**config.mk**
```make
export PLATFORM = sky130hd
export DESIGN_NAME = ddr2_controller_st_channel_adapter
export DESIGN_NICKNAME = d
export VERILOG_FILES = /design/src/rtl/ddr2_st_adapter_pkg.sv /design/src/rtl/ddr2_controller_st_skid_buf.sv /design/src/rtl/ddr2_controller_st_channel_adapter.sv
export SDC_FILE = /design/constraint.sdc
export NUM_CORES = 1
export LEC_CHECK = 0
export ABC_AREA = 1
export BUFFER_PORTS_ARGS = -buffer_cell sky130_fd_sc_hd__buf_2
export CORE_ASPECT_RATIO = 1.2
export CORE_MARGIN = 2
export CORE_UTILIZATION = 50
export DETAILED_ROUTE_END_ITERATION = 10
export PLACE_DENSITY_LB_ADDON = 0.15
export SLEW_MARGIN = 10
export SYNTH_ARGS = -nofsm -noshare
export SYNTH_HDL_FRONTEND = slang
export SYNTH_SLANG_ARGS = --single-unit
```
**constraint.sdc**
```tcl
create_clock -name clk -period 1.9 [get_ports clk]
set_input_delay 0.285 -clock clk [delete_from_list [all_inputs] [get_ports clk]]
set_output_delay 0.285 -clock clk [all_outputs]
set_load 0.02 [all_outputs]
```
**src/rtl/ddr2_st_adapter_pkg.sv**
```systemverilog
// ----------------------------------------------------------------------------
// ddr2_st_adapter_pkg
// Shared types and constants for the DDR2 controller streaming channel
// adapter: packet-tracking FSM state encoding, drop counter width and a
// saturating increment helper.
// ----------------------------------------------------------------------------
package ddr2_st_adapter_pkg;

  localparam int DROP_CNT_W = 16;

  typedef enum logic [1:0] {
    IDLE   = 2'd0,
    IN_PKT = 2'd1,
    DROP   = 2'd2
  } adapter_state_e;

  // Increment that sticks at all-ones instead of wrapping.
  function automatic logic [DROP_CNT_W-1:0] sat_inc(input logic [DROP_CNT_W-1:0] value);
    return (&value) ? value : value + DROP_CNT_W'(1);
  endfunction

endpackage

```
**src/rtl/ddr2_controller_st_skid_buf.sv**
```systemverilog
// ----------------------------------------------------------------------------
// ddr2_controller_st_skid_buf
// Two-entry registered skid buffer for a valid/ready stream. The output
// register gives one cycle of latency; the skid register absorbs the beat
// accepted in the cycle the sink stalls, so full throughput is kept while
// in_ready comes straight from a flop. in_ready is low only when both
// entries are occupied.
//
// Ports:
//   clk, reset_n          clock, asynchronous active-low reset
//   in_valid / in_ready   upstream handshake
//   in_payload            upstream payload (PAYLOAD_W bits)
//   out_valid / out_ready downstream handshake
//   out_payload           registered downstream payload
// ----------------------------------------------------------------------------
module ddr2_controller_st_skid_buf #(
  parameter int PAYLOAD_W = 8
) (
  input  logic                 clk,
  input  logic                 reset_n,
  input  logic                 in_valid,
  output logic                 in_ready,
  input  logic [PAYLOAD_W-1:0] in_payload,
  output logic                 out_valid,
  input  logic                 out_ready,
  output logic [PAYLOAD_W-1:0] out_payload
);

  logic                 out_valid_q,   out_valid_d;
  logic [PAYLOAD_W-1:0] out_payload_q, out_payload_d;
  logic                 skid_valid_q,  skid_valid_d;
  logic [PAYLOAD_W-1:0] skid_payload_q, skid_payload_d;
  logic                 in_ready_q,    in_ready_d;
  logic                 push;

  assign push = in_valid & in_ready_q;

  always_comb begin
    // NOTE: every signal driven here gets a default first, so no path can
    // leave one unassigned and infer a latch.
    out_valid_d    = out_valid_q;
    out_payload_d  = out_payload_q;
    skid_valid_d   = skid_valid_q;
    skid_payload_d = skid_payload_q;

    if (!out_valid_q || out_ready) begin
      // Output slot is free (or being emptied this cycle): refill it,
      // oldest entry first. A held skid entry implies in_ready was low,
      // so push and skid_valid_q are never both set here.
      if (skid_valid_q) begin
        out_payload_d = skid_payload_q;
        out_valid_d   = 1'b1;
        skid_valid_d  = 1'b0;
      end else if (push) begin
        out_payload_d = in_payload;
        out_valid_d   = 1'b1;
      end else begin
        out_valid_d   = 1'b0;
      end
    end else if (push) begin
      // Sink stalled while a beat was accepted: park it in the skid slot.
      skid_payload_d = in_payload;
      skid_valid_d   = 1'b1;
    end

    in_ready_d = !skid_valid_d;
  end

  // NOTE: sequential state uses non-blocking assignments only, so every
  // flop samples the pre-edge values regardless of process ordering.
  always_ff @(posedge clk or negedge reset_n) begin
    if (!reset_n) begin
      out_valid_q    <= 1'b0;
      out_payload_q  <= '0;
      skid_valid_q   <= 1'b0;
      // NOTE: the payload storage is reset as well so that out_data and
      // out_channel read zero during reset and no stale beat survives it.
      skid_payload_q <= '0;
      in_ready_q     <= 1'b0;
    end else begin
      out_valid_q    <= out_valid_d;
      out_payload_q  <= out_payload_d;
      skid_valid_q   <= skid_valid_d;
      skid_payload_q <= skid_payload_d;
      in_ready_q     <= in_ready_d;
    end
  end

  assign in_ready    = in_ready_q;
  assign out_valid   = out_valid_q;
  assign out_payload = out_payload_q;

endmodule

```
**src/rtl/ddr2_controller_st_channel_adapter.sv**
```systemverilog
// ----------------------------------------------------------------------------
// ddr2_controller_st_channel_adapter
// Streaming channel adapter. Tracks packets with an IDLE/IN_PKT/DROP FSM,
// latches the channel on each SOP, forwards packets whose channel is at
// most MAX_CHANNEL with the channel zero-extended to OUT_CHAN_W, and
// silently accepts and discards everything else while counting the dropped
// beats. The output passes through a 2-entry skid buffer.
//
// Optional feature: define DDR2_ST_CHAN_ADAPTER_PROTOCOL_CHECK_EN to add a
// sticky proto_err output flagging SOP inside a packet and non-SOP beats
// outside a packet.
//
// Ports:
//   clk, reset_n                 clock, asynchronous active-low reset
//   in_valid/in_ready            input handshake
//   in_data, in_startofpacket,
//   in_endofpacket, in_channel   input beat (channel taken on SOP only)
//   out_valid/out_ready          output handshake
//   out_data, out_startofpacket,
//   out_endofpacket, out_channel output beat
//   drop_count                   saturating count of discarded beats
//   proto_err                    (optional) sticky protocol violation flag
// ----------------------------------------------------------------------------
module ddr2_controller_st_channel_adapter
  import ddr2_st_adapter_pkg::*;
#(
  parameter int          DATA_W      = 8,
  parameter int          IN_CHAN_W   = 1,
  parameter int          OUT_CHAN_W  = 8,
  parameter int unsigned MAX_CHANNEL = 1
) (
  input  logic                  clk,
  input  logic                  reset_n,
  output logic                  in_ready,
  input  logic                  in_valid,
  input  logic [DATA_W-1:0]     in_data,
  input  logic                  in_startofpacket,
  input  logic                  in_endofpacket,
  input  logic [IN_CHAN_W-1:0]  in_channel,
  input  logic                  out_ready,
  output logic                  out_valid,
  output logic [DATA_W-1:0]     out_data,
  output logic                  out_startofpacket,
  output logic                  out_endofpacket,
  output logic [OUT_CHAN_W-1:0] out_channel,
  output logic [DROP_CNT_W-1:0] drop_count
`ifdef DDR2_ST_CHAN_ADAPTER_PROTOCOL_CHECK_EN
  ,
  output logic                  proto_err
`endif
);

  // Payload layout through the skid buffer: {sop, eop, channel, data}.
  localparam int PAYLOAD_W = DATA_W + OUT_CHAN_W + 2;

  adapter_state_e            state_q, state_d;
  logic [IN_CHAN_W-1:0]      chan_q;
  logic [DROP_CNT_W-1:0]     drop_cnt_q;
  logic                      accept;
  logic                      chan_ok;
  logic                      fwd;
  logic                      drop;
  logic                      latch_chan;
  logic [IN_CHAN_W-1:0]      beat_chan;
  logic                      buf_in_ready;
  logic [PAYLOAD_W-1:0]      buf_in_payload;
  logic [PAYLOAD_W-1:0]      buf_out_payload;

  assign in_ready = buf_in_ready;
  assign accept   = in_valid & buf_in_ready;
  assign chan_ok  = (32'(in_channel) <= MAX_CHANNEL);

  // Next state and per-beat decision. An SOP is always evaluated as if the
  // FSM were in IDLE, whatever state the previous packet left it in.
  always_comb begin
    state_d    = state_q;
    fwd        = 1'b0;
    drop       = 1'b0;
    latch_chan = 1'b0;

    if (accept) begin
      if (in_startofpacket) begin
        if (chan_ok) begin
          fwd        = 1'b1;
          latch_chan = 1'b1;
          state_d    = in_endofpacket ? IDLE : IN_PKT;
        end else begin
          drop    = 1'b1;
          state_d = in_endofpacket ? IDLE : DROP;
        end
      end else begin
        unique case (state_q)
          IN_PKT: begin
            fwd     = 1'b1;
            state_d = in_endofpacket ? IDLE : IN_PKT;
          end
          DROP: begin
            drop    = 1'b1;
            state_d = in_endofpacket ? IDLE : DROP;
          end
          default: begin
            drop    = 1'b1;
            state_d = IDLE;
          end
        endcase
      end
    end
  end

  always_ff @(posedge clk or negedge reset_n) begin
    if (!reset_n) begin
      state_q    <= IDLE;
      chan_q     <= '0;
      drop_cnt_q <= '0;
    end else begin
      state_q <= state_d;
      if (latch_chan) chan_q <= in_channel;
      if (drop) drop_cnt_q <= sat_inc(drop_cnt_q);
    end
  end

  assign drop_count = drop_cnt_q;

  // The SOP beat carries the channel being latched this very edge.
  assign beat_chan      = in_startofpacket ? in_channel : chan_q;
  assign buf_in_payload = {in_startofpacket, in_endofpacket,
                           OUT_CHAN_W'(beat_chan), in_data};

  ddr2_controller_st_skid_buf #(
    .PAYLOAD_W (PAYLOAD_W)
  ) u_skid_buf (
    .clk         (clk),
    .reset_n     (reset_n),
    .in_valid    (in_valid & fwd),
    .in_ready    (buf_in_ready),
    .in_payload  (buf_in_payload),
    .out_valid   (out_valid),
    .out_ready   (out_ready),
    .out_payload (buf_out_payload)
  );

  assign out_startofpacket = buf_out_payload[PAYLOAD_W-1];
  assign out_endofpacket   = buf_out_payload[PAYLOAD_W-2];
  assign out_channel       = buf_out_payload[DATA_W +: OUT_CHAN_W];
  assign out_data          = buf_out_payload[DATA_W-1:0];

`ifdef DDR2_ST_CHAN_ADAPTER_PROTOCOL_CHECK_EN
  logic proto_viol;
  logic proto_err_q;

  assign proto_viol = accept &&
                      (( in_startofpacket && (state_q != IDLE)) ||
                       (!in_startofpacket && (state_q == IDLE)));

  always_ff @(posedge clk or negedge reset_n) begin
    if (!reset_n)        proto_err_q <= 1'b0;
    else if (proto_viol) proto_err_q <= 1'b1;
  end

  assign proto_err = proto_err_q;
`endif

endmodule

```
==> summary.txt <==
Power
  – Clock share of power: 23.6%
  – Int Pwr: 1.89 mW
  – Sw power: 1.16 mW
  – Gate power share: 30.6%
  – Sequential Power Share: 45.8%
  – Sw Ratio: 38.0%
  – Static Leakage: 1.43 nW
  – Max rail drop VDD: 0.000573 V
  – Pwr Density: 1120 nW/um^2

Outcome
  – Status: finished clean

GRT
  – Gr busiest metal: met2
  – Routing usage on met1: 26.7%
  – Met2 Track Usage GR: 35.8%
  – Overflow left after global routing: 0
  – First-pass GRT wire length: 8600 um
  – Grt met3 use: 4.11%
  – Initial antenna violation count: 0
  – Number of global-route vias before repair: 1898
  – Largest net degree at the start of global routing: 23
  – Total GRT Usage: 21.1%

Floorplanning
  – Rows: 27
  – Total die area: 5270 sq um
  – Core footprint: 4560 sq um
  – I/O Pins: 51
  – Die Ht: 79.1 um
  – Die X-Extent: 66.6 um
  – Initial Utilization: 51.5%

Route
  – Drt initial violations: 107
  – Residual DRC: 0
  – Length of the first detailed-routing pass in iterations: 4
  – Vias: 2020
  – Average via count per standard cell: 4.78
  – DR WL/cell: 11.7 um
  – Routed Antenna Nets: 0
  – Drt total wl: 4950 um

Timing
  – Pins over their slew limit: 0
  – Relative slew slack: 60.8%
  – Final hold vios: 0
  – Final setup skew: 0.00620 ns
  – Part of the cycle the worst path needs: 86.7%
  – # setup viols final: 0
  – Setup TNS Final: 0 ns
  – Worst slew pin tran: 0.586 ns
  – Fmax achieved: 0.607 GHz
  – Final min period: 1.65 ns
  – RSZ-0062 raised after global routing: no

Worst setup path
  – Crit. End Element: register
  – Worst Path Buf+Inv: 0
  – Worst EP required: 2.13 ns
  – CP Launch Point: drop_count[0]
  – Reg-to-Reg Start: drop_count[0]
  – Crit Path Class: register to register
  – Worst setup SP type: register
  – CP Max Fanout: 19
  – Crit path largest cell delay: 0.45 ns
  – Critical-path top delay cell: dfrtp_1
  – Worst EP arrival: 1.88 ns
  – Top delay family on crit path: simple AND/OR/NAND/NOR gates
  – Critical-path cell list: ha_1 -> nand2_2 -> nor2_4 -> nand2_2 -> nor2_2 -> nor2_4 -> nand2_1 -> o21ai_1

Cells and area
  – Multi-input gate area: 1040 sq um
  – Post-route cell area: 2710 sq um
  – Fill count: 444
  – FF/Latch Area: 1100 sq um
  – Area grow syn2layout: 15.4%
  – Share of layout cells above drive strength 1: 18.9%
  – Ant diodes: 0
  – Final #Nets: 382

Clocking
  – Number of H-tree levels: 2
  – Post-CTS Resized: 0
  – Post-CTS Setup Bufs: 0
  – CTS tree: done
  – CTS max path bufs: 2
  – Clock buffer count from CTS: 5
  – Clock Latency Late Sink: 0.30 ns
  – CTS Root Buffer Type: clkbuf_8
  – Clock Pin Slew Worst Setup and Hold Paths: 0.09 ns
  – Hold-fix buffers, CTS: 1
  – Clock sink count: 44

Run
  – Max_cap viols: 0

Place
  – GPL Wtd Cong: 0.833
  – Placement-stage cell area: 2590 sq um
  – Post-DP HPWL: 3560 um
  – PortBufs: 43

Yosys
  – Ys flop type: dfrtp_1
  – Post-synthesis register bit count: 44
  – Yosys warns: 0
  – Unique masters post-synth: 24
  – Syn avg cell area: 7.39 sq um
  – Count of flip-flops with a built-in enable after synthesis: 0
  – Sequential-to-total area share from yosys stat: 46.9%
  – Post-synth ARST share: 100%
  – Post-synthesis instance total: 318
  – Mapped cell area: 2350 sq um

Worst hold path
  – Worst hold start: in_data[1]
  – Hold crit path type: primary input to register
## state kept, by name (all words and copies together), names as in the netlist
signal                     flops
u_skid_buf.skid_valid_q        1
u_skid_buf.out_valid           1
u_skid_buf.out_payload        11
chan_q                         1
drop_count                    16
u_skid_buf.skid_payload_q     11
u_skid_buf.in_ready            1
state_q                        2
## worst reg2reg max path, stage by stage, from the launching register on
cell,delay (ns)
dfrtp_1,0.45
ha_1,0.30
nand2_2,0.10
nor2_4,0.05
nand2_2,0.07
nor2_2,0.05
nor2_4,0.35
nand2_1,0.11
o21ai_1,0.10
## logic make-up (layout without fill, tap and decap cells)
group / after synthesis / in the layout / share of synthesized area, %
flip-flops: 44 / 44 / 46.9
buffers and inverters: 50 / 91 / 9.85
other: 1 / 7 / 0.160
adder cells (fa/ha/maj): 3 / 3 / 1.60
AND/OR/NAND/NOR: 183 / 183 / 32.9
XOR/XNOR: 3 / 3 / 1.12
AO/OA/AOI/OAI: 34 / 34 / 7.56
## area by class of cell
cell class | instances | area share, %
clock buffer | 5 | 2.54
clock inverter | 3 | 1.57
inverter | 35 | 4.85
multi-input combinational | 230 | 38.3
sequential | 44 | 40.6
tap | 58 | 2.68
timing repair buffer | 48 | 9.41
## power by group through the flow
stage	clock, mW	combinational, mW	sequential [mW]
5_1_grt	0.781	1.05	1.44
3_5_place_dp	0	0.940	1.41
4_1_cts	0.745	0.947	1.40
2_1_floorplan	0	0.481	1.57
3_3_place_gp	0	0.916	1.40
6_report	0.721	0.932	1.40
## path summary, 6_finish.rpt
check	to	slack, ns	cells past startpoint
max	drop_count[4]	0.25	8
min	u_skid_buf.skid_payload_q[1]	0.24	3
max reg2reg	drop_count[4]	0.25	8
min reg2reg	u_skid_buf.out_payload[2]	0.47	2
max in group asynchronous	u_skid_buf.skid_payload_q[16]	0.87	3
min in group asynchronous	u_skid_buf.out_payload[4]	0.46	2
## cells in the mapped netlist (2+ instances only)
| cell type | n | area [sq um] |
|---|---|---|
| nand2_1 | 131 | 492 |
| dfrtp_1 | 44 | 1100 |
| inv_1 | 34 | 128 |
| o21ai_0 | 25 | 125 |
| nor2_1 | 21 | 78.8 |
| nand3_1 | 12 | 60.1 |
| buf_4 | 9 | 67.6 |
| nand4_1 | 7 | 43.8 |
| nand2_2 | 4 | 25.0 |
| o21ai_1 | 4 | 20.0 |
| a21oi_1 | 3 | 15.0 |
| clkbuf_1 | 3 | 11.3 |
| ha_1 | 3 | 37.5 |
| nor2_2 | 3 | 18.8 |
| nor2_4 | 3 | 33.8 |
| xor2_1 | 3 | 26.3 |
| buf_2 | 2 | 10.0 |
## layer usage
metal / share of wire [%] / up-vias
met5: 0 / -
met2: 49 / 43
met1: 45 / 904
met3: 4.0 / 7
li1: - / 1066
met4: 1.4 / 0
## per-stage QoR
stage | worst slack [ns] | utilization, % | hold WS, ns | cells | power, mW
after floorplan | 0.253 | - | -0.0106 | 324 | 2.05
after global placement | 0.337 | 56.8 | 0.262 | 414 | 2.32
after detailed placement | 0.271 | 56.8 | 0.266 | 414 | 2.35
after CTS | 0.245 | 59.5 | 0.229 | 423 | 3.09
after global routing | 0.0664 | 59.5 | 0.247 | 423 | 3.28
final | 0.252 | 59.5 | 0.242 | 423 | 3.05
## cells in the final DEF (no fill, tap or decap), types with 3 or more instances in the layout
cell type	instances
nand3_1	12
xor2_1	3
nand2_2	4
o21ai_1	4
a21oi_1	3
inv_1	34
buf_2	43
ha_1	3
dfrtp_1	44
clkbuf_8	5
nand4_1	7
nor2_1	21
nor2_4	3
nor2_2	3
conb_1	7
o21ai_0	25
nand2_1	131
buf_4	4
Power figures use the tool's default switching activity.
